===== src/rtl/gate_bist_ctrl.sv =====
// gate_bist_ctrl: self-test sequencer for the basic_gates datapath.
// It walks {A,B,C} through 0..7, holds each vector for DWELL_CYCLES cycles,
// then compares the six gate outputs against EXP_TABLE. It reports pass/fail,
// the error count and the first failing vector.
// Optional build macro: BIST_STOP_ON_FAIL_EN ends the run at the first mismatch.
//
// state | meaning
// ------+---------------------------------------------------------------
// IDLE  | waiting for start; results of the last run are held
// APPLY | vec_out driven with the current index for DWELL_CYCLES cycles
// CHECK | one cycle: compare dut_out with the golden entry, advance index
// DONE  | one cycle: done pulse, pass valid
module gate_bist_ctrl #(
    parameter int          DWELL_CYCLES = 4,
    parameter logic [47:0] EXP_TABLE    = {6'h32, 6'h19, 6'h19, 6'h1A,
                                           6'h19, 6'h1A, 6'h1A, 6'h0D}
) (
    input  logic       clk,
    input  logic       rst_n,
    input  logic       start,
    input  logic       abort,
    output logic [2:0] vec_out,
    input  logic [5:0] dut_out,
    output logic       busy,
    output logic       done,
    output logic       pass,
    output logic [3:0] err_count,
    output logic [2:0] fail_vec
);

    localparam int CNT_W = $clog2(DWELL_CYCLES + 1);
    localparam logic [CNT_W-1:0] DWELL_LAST = CNT_W'(DWELL_CYCLES - 1);

`ifdef BIST_STOP_ON_FAIL_EN
    localparam bit STOP_ON_FAIL = 1'b1;
`else
    localparam bit STOP_ON_FAIL = 1'b0;
`endif

    typedef enum logic [1:0] {
        IDLE  = 2'd0,
        APPLY = 2'd1,
        CHECK = 2'd2,
        DONE  = 2'd3
    } state_t;

    state_t           state;
    state_t           next_state;
    logic [CNT_W-1:0] dwell_cnt;
    logic [2:0]       idx;
    logic [5:0]       exp_entry;
    logic             mismatch;

    // Golden entry for the vector being checked.
    always_comb begin
        exp_entry = EXP_TABLE[int'(idx) * 6 +: 6];
        mismatch  = (dut_out != exp_entry);
    end

    // State register.
    always_ff @(posedge clk or negedge rst_n) begin
        if (!rst_n) begin
            state <= IDLE;
        end else begin
            state <= next_state;
        end
    end

    // Next-state decode; abort wins over every other transition.
    always_comb begin
        next_state = state;
        case (state)
            IDLE: begin
                if (start && !abort) begin
                    next_state = APPLY;
                end
            end
            APPLY: begin
                if (abort) begin
                    next_state = IDLE;
                end else if (dwell_cnt == DWELL_LAST) begin
                    next_state = CHECK;
                end
            end
            CHECK: begin
                if (abort) begin
                    next_state = IDLE;
                end else if (idx == 3'd7 || (STOP_ON_FAIL && mismatch)) begin
                    next_state = DONE;
                end else begin
                    next_state = APPLY;
                end
            end
            DONE: begin
                next_state = IDLE;
            end
            default: begin
                next_state = IDLE;
            end
        endcase
    end

    // Datapath and registered outputs, updated on each state transition.
    always_ff @(posedge clk or negedge rst_n) begin
        if (!rst_n) begin
            vec_out   <= 3'd0;
            busy      <= 1'b0;
            done      <= 1'b0;
            pass      <= 1'b0;
            err_count <= 4'd0;
            fail_vec  <= 3'd0;
            dwell_cnt <= '0;
            idx       <= 3'd0;
        end else begin
            busy <= (next_state != IDLE);
            done <= 1'b0;
            case (state)
                IDLE: begin
                    if (next_state == APPLY) begin
                        idx       <= 3'd0;
                        vec_out   <= 3'd0;
                        dwell_cnt <= '0;
                        err_count <= 4'd0;
                        fail_vec  <= 3'd0;
                        pass      <= 1'b0;
                    end
                end
                APPLY: begin
                    if (abort) begin
                        vec_out   <= 3'd0;
                        idx       <= 3'd0;
                        dwell_cnt <= '0;
                        pass      <= 1'b0;
                    end else if (dwell_cnt == DWELL_LAST) begin
                        dwell_cnt <= '0;
                    end else begin
                        dwell_cnt <= dwell_cnt + 1'b1;
                    end
                end
                CHECK: begin
                    if (abort) begin
                        // Partial results are kept; this cycle's compare is dropped.
                        vec_out   <= 3'd0;
                        idx       <= 3'd0;
                        dwell_cnt <= '0;
                        pass      <= 1'b0;
                    end else begin
                        if (mismatch) begin
                            if (err_count != 4'd8) begin
                                err_count <= err_count + 4'd1;
                            end
                            if (err_count == 4'd0) begin
                                fail_vec <= idx;
                            end
                        end
                        if (next_state == DONE) begin
                            done <= 1'b1;
                            pass <= (err_count == 4'd0) && !mismatch;
                        end else begin
                            idx       <= idx + 3'd1;
                            vec_out   <= idx + 3'd1;
                            dwell_cnt <= '0;
                        end
                    end
                end
                DONE: begin
                    vec_out <= 3'd0;
                    idx     <= 3'd0;
                    if (abort) begin
                        pass <= 1'b0;
                    end
                end
                default: begin
                    vec_out <= 3'd0;
                    idx     <= 3'd0;
                end
            endcase
        end
    end

endmodule

===== config.mk =====
export PLATFORM = sky130hd
export DESIGN_NAME = gate_bist_ctrl
export DESIGN_NICKNAME = d
export VERILOG_FILES = /design/src/rtl/gate_bist_ctrl.sv
export SDC_FILE = /design/constraint.sdc
export NUM_CORES = 1
export LEC_CHECK = 0
export CORE_MARGIN = 2
export CORE_UTILIZATION = 45
export DETAILED_ROUTE_END_ITERATION = 8
export GPL_TIMING_DRIVEN = 0
export HOLD_SLACK_MARGIN = 0.15
export PLACE_DENSITY = 0.72
export SYNTH_ARGS = -nofsm -noshare
export SYNTH_HDL_FRONTEND = slang
export SYNTH_SLANG_ARGS = --single-unit

===== constraint.sdc =====
create_clock -name clk -period 2.6 [get_ports clk]
set_input_delay 0.65 -clock clk [delete_from_list [all_inputs] [get_ports clk]]
set_output_delay 0.65 -clock clk [all_outputs]
set_load 0.05 [all_outputs]

==> results.cfg <==
[clock_tree]
path_clk_slew_ps = 100
cts_setup_buffers = 0
hold_buffers = 0
cts_made_buffers = 3
cts_resized = 0
cts_buffer_depth = 2
cts_tree = built
cts-root-buf = clkbuf_4
clock_latency_ps = 290
ctsHtreeMaxLevel = 1
cts.sinks = 18

[floorplan]
start_util = 0.481
fp.dieW_um = 52.8
io-pin-count = 23
die_y_um = 52.8
dieArea_mm2 = 0.00279
core_area_mm2 = 0.00223
num_rows = 17

[setup_path]
path_class = flop to primary output
cpLargestDelayFamily = buffers and inverters
cp_num_buf_inv = 1
critical-path-slowest-cell = clkdlybuf4s50_1
crit_chain = clkdlybuf4s50_1
crit_path_end_kind = primary output
arrival_ps = 1620
max_stage_delay_ps = 850
startpoint_type = flop
crit_required_ps = 1950
cp_max_fo = 7

[route]
vias = 871
first_pass_iters = 4
maxUsedRoutingLayer = met4
drt_wl_total_mm = 2.05
drtIter0Drc = 5
drc = 0
wl_per_cell_um = 12.6
avgViaCountPerCell = 5.34
dr_wl_met3_um = 137
wl_met1_um = 947
dr_wl_met2_um = 942
ant_nets = 0

[sta]
timing.setup.tns_ps = 0
slew_violations = 0
setup_viol = 0
max_slew.worst_pin.slew_ps = 820
post-route-period-util = 0.872
max_freq_ghz = 0.441
clock_skew_ps = 3.34
slew_headroom = 0.452
fin_crit_ps = 2270
hold_viol = 0
rsz0062_at_grt = no

[placement]
globalplace.congestion = 0.840
hpwl_mm = 1.58
dp_cells = 159
placement.io_buffers = 21

[grt]
grt_antenna_before_repair = 0
grt.total_usage = 0.179
grt_pass1_vias = 817
grt_max_degree = 19
overflow = 0
grt_pass1_wl_mm = 3.60

[pwr]
p_leak_nw = 0.589
ir_drop_mv = 0.248
power_density_mw_per_mm2 = 397

[cells_and_area]
fin_util = 0.607
area_growth_pct = 26.2
diodes = 0
fill_cells = 217
nets = 153
layout-drive-gt1-share = 0.0889
stdcell_count = 163

[synthesis]
synthArstFlopShare = 1.00
synth-edff-count = 0
syn_inst = 110
yosys_warnings = 0
postSynthAreaPerCell_um2 = 9.76
synth-seq-area-share = 0.420
synth_nets = 127
ys.flop_type = dfrtp_1
synth_area_mm2 = 0.00107
synth.distinct_cells = 33
ys_seq_elements = 18

[run_status]
status = completed

[job]
maxCapViolCount = 0

[hold_path]
hp-class = flop to flop
==> per-stage QoR <==
stage | cell area, um2 | power (mW) | hold WS (ps) | worst slack [ps]
2_1_floorplan | 1070 | 0.343 | 354 | 436
3_3_place_gp | 1320 | 0.370 | 489 | 293
3_5_place_dp | 1320 | 0.372 | 491 | 285
4_1_cts | 1360 | 0.544 | 524 | 319
5_1_grt | 1360 | 0.566 | 537 | 242
6_report | 1360 | 0.538 | 520 | 332
==> final timing paths <==
kind	to	cells past startpoint	from	slack, ps
setup / recovery	vec_out[2]	1	idx[2]	330
hold / removal	dwell_cnt[1]	1	dwell_cnt[1]	520
setup reg to reg	err_count[0]	7	idx[0]	600
hold reg to reg	dwell_cnt[1]	1	dwell_cnt[1]	520
max in group asynchronous	err_count[3]	1	rst_n	1280
min in group asynchronous	busy	1	rst_n	820
==> report_power, final <==
group          switching, mW  internal, mW  total [mW]
Clock                 0.0867        0.0853       0.172
Combinational         0.0409        0.0351      0.0760
Sequential           0.00366         0.287       0.290
==> kinds of logic (layout without fill, tap and decap cells) <==
logic type                 Yosys count  after routing  synth area share
and+or+nand+nor                     43             43             0.228
AOI/OAI and AO/OA                   20             20             0.128
DFF                                 18             18             0.420
buffers and inverters               12             37            0.0501
adders and majority gates            7              7            0.0816
muxes                                7              7            0.0676
xor gates and xnor gates             3              3            0.0245
==> placed cells by master, fill, tap and decap left out, types with 2 or more instances in the layout <==
| cell | instances |
|---|---|
| a21boi_1 | 2 |
| a22o_1 | 3 |
| nand2_1 | 8 |
| xnor2_1 | 2 |
| a21oi_1 | 2 |
| nor3_1 | 2 |
| nor2b_1 | 4 |
| mux2i_1 | 5 |
| nor2_1 | 11 |
| inv_1 | 9 |
| clkdlybuf4s50_1 | 21 |
| nand4_1 | 2 |
| mux2_2 | 2 |
| dfrtp_1 | 18 |
| ha_1 | 7 |
| o21ai_0 | 6 |
| nand3_1 | 2 |
| or3_1 | 3 |
| o21a_1 | 2 |
| clkbuf_4 | 3 |
| nand2b_1 | 6 |
==> cell usage after synthesis, types with 3 or more instances <==
library cell | n | area share
nor2_1 | 11 | 0.038
inv_1 | 9 | 0.031
nand2_1 | 8 | 0.028
mux2i_1 | 5 | 0.047
dfrtp_1 | 18 | 0.42
nand2b_1 | 6 | 0.035
or3_1 | 3 | 0.017
o21ai_0 | 6 | 0.028
ha_1 | 7 | 0.082
a22o_1 | 3 | 0.024
nor2b_1 | 4 | 0.023
==> state kept, by name (all words and copies together) (netlist names) <==
signal     flops
busy           1
done           1
dwell_cnt      3
pass           1
state          2
idx            3
err_count      4
fail_vec       3
==> routing by layer <==
| metal | vias up | track usage |
|---|---|---|
| met5 | - | 0 |
| li1 | 433 | - |
| met2 | 29 | 0.279 |
| met1 | 405 | 0.236 |
| met4 | 0 | 0.0812 |
| met3 | 4 | 0.0371 |
==> area by class of cell <==
| type | instances | area [um2] | share of cell area |
|---|---|---|---|
| plain buffers | 3 | 20.0 | 0.0148 |
| clock buffers | 4 | 36.3 | 0.0268 |
| inverters | 9 | 33.8 | 0.0249 |
| multi-input cells | 80 | 569 | 0.420 |
| flip-flops and latches | 18 | 450 | 0.332 |
| well taps | 28 | 35.0 | 0.0259 |
| repair buffers | 21 | 210 | 0.155 |
Power figures use the tool's default switching activity.
